$ cat config.mk
export PLATFORM = sky130hd
export DESIGN_NAME = regfile_dump_reader
export DESIGN_NICKNAME = d
export VERILOG_FILES = /design/src/rtl/regfile_pkg.sv /design/src/rtl/regfile_dump_reader.sv
export SDC_FILE = /design/constraint.sdc
export NUM_CORES = 1
export LEC_CHECK = 0
export ABC_AREA = 1
export BUFFER_PORTS_ARGS = -buffer_cell sky130_fd_sc_hd__buf_4
export CORE_UTILIZATION = 44
export DETAILED_ROUTE_END_ITERATION = 8
export PLACE_DENSITY = 0.76
export SYNTH_ARGS = -nofsm -noshare
export SYNTH_HDL_FRONTEND = slang
export SYNTH_SLANG_ARGS = --single-unit
$ cat constraint.sdc
create_clock -name clk -period 4.92 [get_ports clk]
set_input_delay 0.984 -clock clk [delete_from_list [all_inputs] [get_ports clk]]
set_output_delay 0.984 -clock clk [all_outputs]
set_load 0.005 [all_outputs]
$ cat src/rtl/regfile_pkg.sv
// Shared definitions for the 32x32 register file and its readback engine.
//   DATA_WIDTH / ADDR_WIDTH : register word and address widths
//   CNT_WIDTH               : width of a word count covering 1..2^ADDR_WIDTH
//   dump_state_t            : dump sequencer states
//   range_len()             : word count of an inclusive, wrapping address range
package regfile_pkg;

  localparam int unsigned DATA_WIDTH = 32;
  localparam int unsigned ADDR_WIDTH = 5;
  localparam int unsigned CNT_WIDTH  = ADDR_WIDTH + 1;

  typedef enum logic [1:0] {
    IDLE,
    RUN,
    DONE
  } dump_state_t;

  // The subtraction wraps in ADDR_WIDTH bits, so first > last walks through the top
  // of the file; first == last gives one word, a full wrap gives 2^ADDR_WIDTH words.
  function automatic logic [CNT_WIDTH-1:0] range_len(input logic [ADDR_WIDTH-1:0] first,
                                                     input logic [ADDR_WIDTH-1:0] last);
    logic [ADDR_WIDTH-1:0] span;
    span = last - first;
    return {1'b0, span} + CNT_WIDTH'(1);
  endfunction

endpackage

$ cat src/rtl/regfile_dump_reader.sv
// Readback sequencer for the register file. A Start pulse in IDLE walks the inclusive,
// wrapping range FirstAdd..LastAdd over one read port, streams each word with its
// address on a valid/ready interface and accumulates an XOR checksum.
// Ports:
//   clk, Reset            : clock, synchronous active-low reset
//   Start, FirstAdd/LastAdd : dump request and range, sampled only in IDLE
//   RdAdd / RdData        : register file read port (combinational read)
//   OutData/OutAdd/OutValid/OutReady : output word stream
//   Busy, Done            : dump in progress, one-cycle completion pulse
//   Checksum              : XOR of every word loaded this dump, held after Done
module regfile_dump_reader
  import regfile_pkg::*;
(
  input  logic                  clk,
  input  logic                  Reset,
  input  logic                  Start,
  input  logic [ADDR_WIDTH-1:0] FirstAdd,
  input  logic [ADDR_WIDTH-1:0] LastAdd,
  output logic [ADDR_WIDTH-1:0] RdAdd,
  input  logic [DATA_WIDTH-1:0] RdData,
  output logic [DATA_WIDTH-1:0] OutData,
  output logic [ADDR_WIDTH-1:0] OutAdd,
  output logic                  OutValid,
  input  logic                  OutReady,
  output logic                  Busy,
  output logic                  Done,
  output logic [DATA_WIDTH-1:0] Checksum
);

  dump_state_t           state_q, state_d;
  logic [ADDR_WIDTH-1:0] ptr_q, ptr_d;
  logic [CNT_WIDTH-1:0]  remaining_q, remaining_d;
  logic [DATA_WIDTH-1:0] out_data_q, out_data_d;
  logic [ADDR_WIDTH-1:0] out_add_q, out_add_d;
  logic                  out_valid_q, out_valid_d;
  logic                  busy_q, busy_d;
  logic                  done_q, done_d;
  logic [DATA_WIDTH-1:0] checksum_q, checksum_d;

  logic handshake;
  logic load;

  assign handshake = out_valid_q & OutReady;
  // A word may be loaded whenever the output slot is empty or is being drained.
  assign load = (state_q == RUN) && (remaining_q != '0) && (!out_valid_q || OutReady);

  always_comb begin
    state_d     = state_q;
    ptr_d       = ptr_q;
    remaining_d = remaining_q;
    out_data_d  = out_data_q;
    out_add_d   = out_add_q;
    out_valid_d = out_valid_q;
    busy_d      = busy_q;
    done_d      = done_q;
    checksum_d  = checksum_q;

    unique case (state_q)
      IDLE: begin
        if (Start) begin
          ptr_d       = FirstAdd;
          remaining_d = range_len(FirstAdd, LastAdd);
          checksum_d  = '0;
          busy_d      = 1'b1;
          state_d     = RUN;
        end
      end
      RUN: begin
        if (load) begin
          out_data_d  = RdData;
          out_add_d   = ptr_q;
          out_valid_d = 1'b1;
          ptr_d       = ptr_q + ADDR_WIDTH'(1);
          remaining_d = remaining_q - CNT_WIDTH'(1);
          checksum_d  = checksum_q ^ RdData;
        end else if (handshake) begin
          out_valid_d = 1'b0;
        end
        // Nothing left to load and the output slot is empty or draining now.
        if ((remaining_q == '0) && (handshake || !out_valid_q)) begin
          state_d = DONE;
          busy_d  = 1'b0;
          done_d  = 1'b1;
        end
      end
      DONE: begin
        done_d  = 1'b0;
        state_d = IDLE;
      end
      default: begin
        state_d = IDLE;
      end
    endcase
  end

  always_ff @(posedge clk) begin
    if (!Reset) begin
      state_q     <= IDLE;
      ptr_q       <= '0;
      remaining_q <= '0;
      out_data_q  <= '0;
      out_add_q   <= '0;
      out_valid_q <= 1'b0;
      busy_q      <= 1'b0;
      done_q      <= 1'b0;
      checksum_q  <= '0;
    end else begin
      state_q     <= state_d;
      ptr_q       <= ptr_d;
      remaining_q <= remaining_d;
      out_data_q  <= out_data_d;
      out_add_q   <= out_add_d;
      out_valid_q <= out_valid_d;
      busy_q      <= busy_d;
      done_q      <= done_d;
      checksum_q  <= checksum_d;
    end
  end

  assign RdAdd    = ptr_q;
  assign OutData  = out_data_q;
  assign OutAdd   = out_add_q;
  assign OutValid = out_valid_q;
  assign Busy     = busy_q;
  assign Done     = done_q;
  assign Checksum = checksum_q;

endmodule

After elaboration in Yosys (flattened, before gate mapping)
Index checks and enable logic that the tools add are counted.
{"block": "totals", "regBits": 85, "latchBits": 0, "ramBits": 0, "romBits": 0, "input_bits": 46, "out_inout_bits": 77, "word_cells": 57, "mem_count": 0}
{"block": "classes", "n_addsub": 4, "mul": 0, "div": 0, "n_lt_le_gt_ge": 0, "eq_ne": 5, "shifts": 0, "n_mux": 19, "bitwise_logic": 2, "n_reduce_logical": 18}
{"operator": "$mux W32", "n": 2}
{"operator": "$pmux W32 S2", "n": 1}
{"operator": "$xor A32 B32 Y32", "n": 1}
{"operator": "$mux W6", "n": 2}
{"operator": "$pmux W6 S2", "n": 1}
{"operator": "$mux W5", "n": 2}
{"operator": "$pmux W5 S2", "n": 1}
{"operator": "$reduce_and A2 Y1", "n": 4}
{"operator": "$add A5 B1 Y6 const B", "n": 1}
{"operator": "$logic_not A6 Y1", "n": 1}
{"operator": "$reduce_and A3 Y1", "n": 2}
{"operator": "$reduce_bool A2 Y1", "n": 3}
{"operator": "$reduce_bool A6 Y1", "n": 1}
{"operator": "$sub A6 B1 Y6 const B", "n": 1}
{"operator": "$add A5 B1 Y5 const B", "n": 1}
{"operator": "$mux W1", "n": 5}
{"operator": "$sub A5 B5 Y5", "n": 1}
{"operator": "$mux W2", "n": 2}
{"operator": "$ne A2 B2 Y1 const B", "n": 2}
{"operator": "$pmux W1 S2", "n": 2}
{"operator": "$pmux W2 S2", "n": 1}
{"operator": "$logic_and A1 B1 Y1", "n": 3}
{"operator": "$eq A2 B1 Y1 const B", "n": 1}
{"operator": "$eq A2 B2 Y1 const B", "n": 1}
{"operator": "5 further kinds", "n": 6}

Logic depth before layout (Yosys ltp)
{"block": "logic_depth", "word_depth": 5, "ltp_mapped": 12, "mapped_depth_nobuf": 12}

Least setup slack after synthesis
OpenSTA, ideal clock, no wires.
{"block": "synth_timing", "kind": "input to register", "from": "input port LastAdd[0]", "to": "register remaining_q[3]", "setup_ns": 0.119, "t_arrival_ns": 2.398, "t_required_ns": 4.801, "path_slack_ns": 2.403, "stages": 10, "path_cell_list": "inv_1 ha_1 inv_1 fa_1 or2_2 nand2_1 nor2_1 or2_2 nand3_1 a21oi_1"}
{"block": "synth_between", "elab_chain_cells": 4}
{"item": "start: declaration", "line": "regfile_dump_reader.sv:18", "source": "input logic [ADDR_WIDTH-1:0] LastAdd,"}
{"item": "$sub A5 B5 Y5", "line": "regfile_pkg.sv:23", "source": "span = last - first;"}
{"item": "$add A5 B1 Y6", "line": "regfile_pkg.sv:24", "source": "return {1'b0, span} + CNT_WIDTH'(1);"}
{"item": "$mux W6", "line": "regfile_dump_reader.sv:60", "source": "if (Start) begin"}
{"item": "$pmux W6 S2", "line": "regfile_dump_reader.sv:58", "source": "unique case (state_q)"}
{"item": "end signal: assignment", "line": "regfile_dump_reader.sv:110", "source": "remaining_q <= remaining_d;"}
{"item": "end: declaration", "line": "regfile_dump_reader.sv:32", "source": "logic [CNT_WIDTH-1:0] remaining_q, remaining_d;"}
Every way passes these cells. The select of a mux whose other input is x is not followed.
A chain may end at the register's enable or synchronous reset.

==> results.yml <==
outcome:
  status: "finished clean"
min_path:
  hp-class: "reg2reg"
  hp-start: "OutData[19]$_SDFFE_PN0P_"
  hold_depth: 2
  min_to: "OutData[19]$_SDFFE_PN0P_"
global_routing:
  grt_max_degree: 76
  antenna_found_initial: 0
  grt_first_pass_wirelength_mm: 14.45
  grt_pass1_vias: 3203
  overflow: 0
  grt_util_all_layers: 0.2057
synth:
  synth_cells: 505
  yosysUniqueCellTypes: 29
  syn-num-nets: 560
  yosysTopAreaCellShare: 0.4496
  ys_seq_elements: 85
  synthTopCellsByArea: "dfxtp_1 45%, a21oi_1 11%, nand2_1 9.2%"
  ys_seq_area_frac: 0.4496
  syn_area_um2: 3785
  synth_warnings: 0
  yosys.area.top_type: "dfxtp_1"
  avgSynthCellArea_um2: 7.495
routing:
  drt-total-wl_mm: 9.008
  vias: 3548
  routedWlPerCell_um: 12.44
  first_pass_iters: 4
  via_per_inst: 4.901
  drc: 0
  drtIter0Drc: 106
  drtAntennaViolNets: 0
setup_path:
  worst_r2r_path_depth: 7
  reg2reg_slack_ns: 2.59
  cp_data_arrival_time_ns: 2.64
  worst_setup_path_end_kind: "flip-flop"
  timing.rr.start: "state_q[0]$_SDFFE_PN0P_"
  cp-start-kind: "primary input"
  r2r-end: "Checksum[14]$_SDFFE_PN0P_"
  critical_path_class: "in2reg"
  cp_max_fo: 48
  worstPathRequired_ns: 5.17
clock_tree:
  ctsResizeCount: 0
  clk_latency_ns: 0.36
  cts_setup_buffers: 0
  cts_made_buffers: 9
  root_buffer: "clkbuf_8"
  cts_sinks: 85
  cts_max_level: 3
  clk_pin_slew_ns: 0.08
  cts_buffer_depth: 2
  tritoncts: "done"
  cts_hold_buf: 0
cells_and_area:
  area_growth_pct: 28.79
  fillers: 787
  diodes: 0
  drive_gt1_frac: 0.2375
  stdcell_count: 724
  layout.nets: 669
sta:
  skew_ns: 0.01559
  rsz0062_at_grt: "no"
  worst_slew_pin_slew_ns: 0.7974
  slew_viol_final: 0
  post-route-min-period_ns: 2.395
  finalSetupViolCount: 0
  hold_violations: 0
  relSlewSlack: 0.4671
  layout_worst_path_cycle_share: 0.4868
  setup_tns_ns: 0
  max_freq_mhz: 417.5
placed_design:
  io_buffers: 122
  routabilityCongestion: 0.7883
  dp_cells: 708
  hpwl_mm: 6.516
floorplan:
  fp.coreArea_um2: 8258
  num_io_pins: 123
  die_h_um: 94.75
  die_w_um: 94.75
  dieArea_um2: 8977
  rows: 33
  start_util: 0.4583
power:
  leakage_nw: 2.179
  max-vdd-ir-drop_v: 0.0001440
  power.density_nw_per_um2: 397.3
flow_run:
  drv_cap: 0
-- final cells by class --
type,instances,area (µm²),area share
Clock buffer,10,127.6,0.02618
Inverter,66,247.7,0.05082
Sequential cell,85,1702,0.3491
Clock inverter,6,61.31,0.01258
Multi-Input combinational cell,328,1674,0.3434
Tap cell,105,131.4,0.02695
Timing Repair Buffer,124,930.9,0.1910
-- metrics by stage --
stage | total power, mW | worst slack (ns) | hold WS (ns) | utilization | instance area [µm²]
CTS | 1.956 | 2.453 | 0.4496 | 0.5903 | 4875
global route | 2.072 | 2.226 | 0.4691 | 0.5903 | 4875
floorplan | 1.248 | 2.403 | 0.4402 | - | 3785
global placement | 1.452 | 2.164 | 0.4331 | 0.5674 | 4686
finish | 1.937 | 2.525 | 0.4467 | 0.5903 | 4875
detailed placement | 1.474 | 2.077 | 0.4374 | 0.5674 | 4686
-- state kept, by name (all words and copies together) (netlist names) --
signal	flops
OutValid	1
OutData	32
state_q	2
OutAdd	5
Done	1
Checksum	32
Busy	1
RdAdd	5
remaining_q	6
-- cell families after synthesis --
group	synth area share
buf+inv	0.1081
xor+xnor	0.002314
compound gates	0.1964
fa+ha+maj	0.03174
flops	0.4496
simple gates	0.2119
-- power breakdown --
| part | internal, mW | total [mW] | switching, mW | leakage, nW |
|---|---|---|---|---|
| logic | 0.268 | 0.581 | 0.313 | 1.39 |
| registers | 0.799 | 0.876 | 0.0762 | 0.697 |
| clock network | 0.234 | 0.480 | 0.246 | 0.0964 |
| total | 1.30 | 1.94 | 0.635 | 2.18 |
-- routing by layer --
metal,wire [µm],share of wire,vias up,track usage
li1,-,-,1860,-
met1,4005,0.44,1584,0.2480
met2,4378,0.49,93,0.3561
met3,467,0.052,11,0.04348
met4,157,0.017,0,0.07955
met5,0,0,-,0
-- worst max path at each step --
| stage | from | to | slack, ns | cells past startpoint |
|---|---|---|---|---|
| floorplan | LastAdd[0] | remaining_q[3]$_SDFFE_PN0P_ | 2.40 | 10 |
| global placement | Reset | Checksum[31]$_SDFFE_PN0P_ | 2.16 | 5 |
| detailed placement | Reset | Checksum[31]$_SDFFE_PN0P_ | 2.08 | 5 |
| CTS | Reset | Checksum[21]$_SDFFE_PN0P_ | 2.45 | 5 |
| global route | Start | Checksum[21]$_SDFFE_PN0P_ | 2.23 | 8 |
| finish | Reset | Checksum[31]$_SDFFE_PN0P_ | 2.53 | 5 |
-- worst max-delay path, stage by stage --
cell and delay [ns]:
buf_4 0.24, nand2_1 0.65, clkinv_1 0.50, nand2_1 0.18, nor2_1 0.05
-- synthesized netlist by cell type --
master and count:
a21boi_0 1, a21oi_1 86, buf_2 6, buf_4 3, buf_6 6, clkbuf_1 11
clkinv_1 1, dfxtp_1 85, fa_1 1, ha_1 8, inv_1 65, nand2_1 93
nand2_2 1, nand2b_1 1, nand3_1 22, nand3_2 1, nand3b_1 23, nand4_1 2
nand4_2 1, nor2_1 22, nor2_2 1, nor2_4 1, nor3_2 1, o211ai_1 1
o21ai_0 57, o21ai_1 1, o21bai_1 1, or2_2 2, xor2_1 1
-- layout by cell type, fill, tap and decap left out, types with 2 or more instances in the layout --
cell,count
a21oi_1,86
buf_4,124
clkbuf_8,9
clkinv_2,3
dfxtp_1,85
ha_1,8
inv_1,65
nand2_1,93
nand3_1,22
nand3b_1,23
nand4_1,2
nor2_1,22
o21ai_0,57
or2_2,2
(Power assumes the default switching activity.)
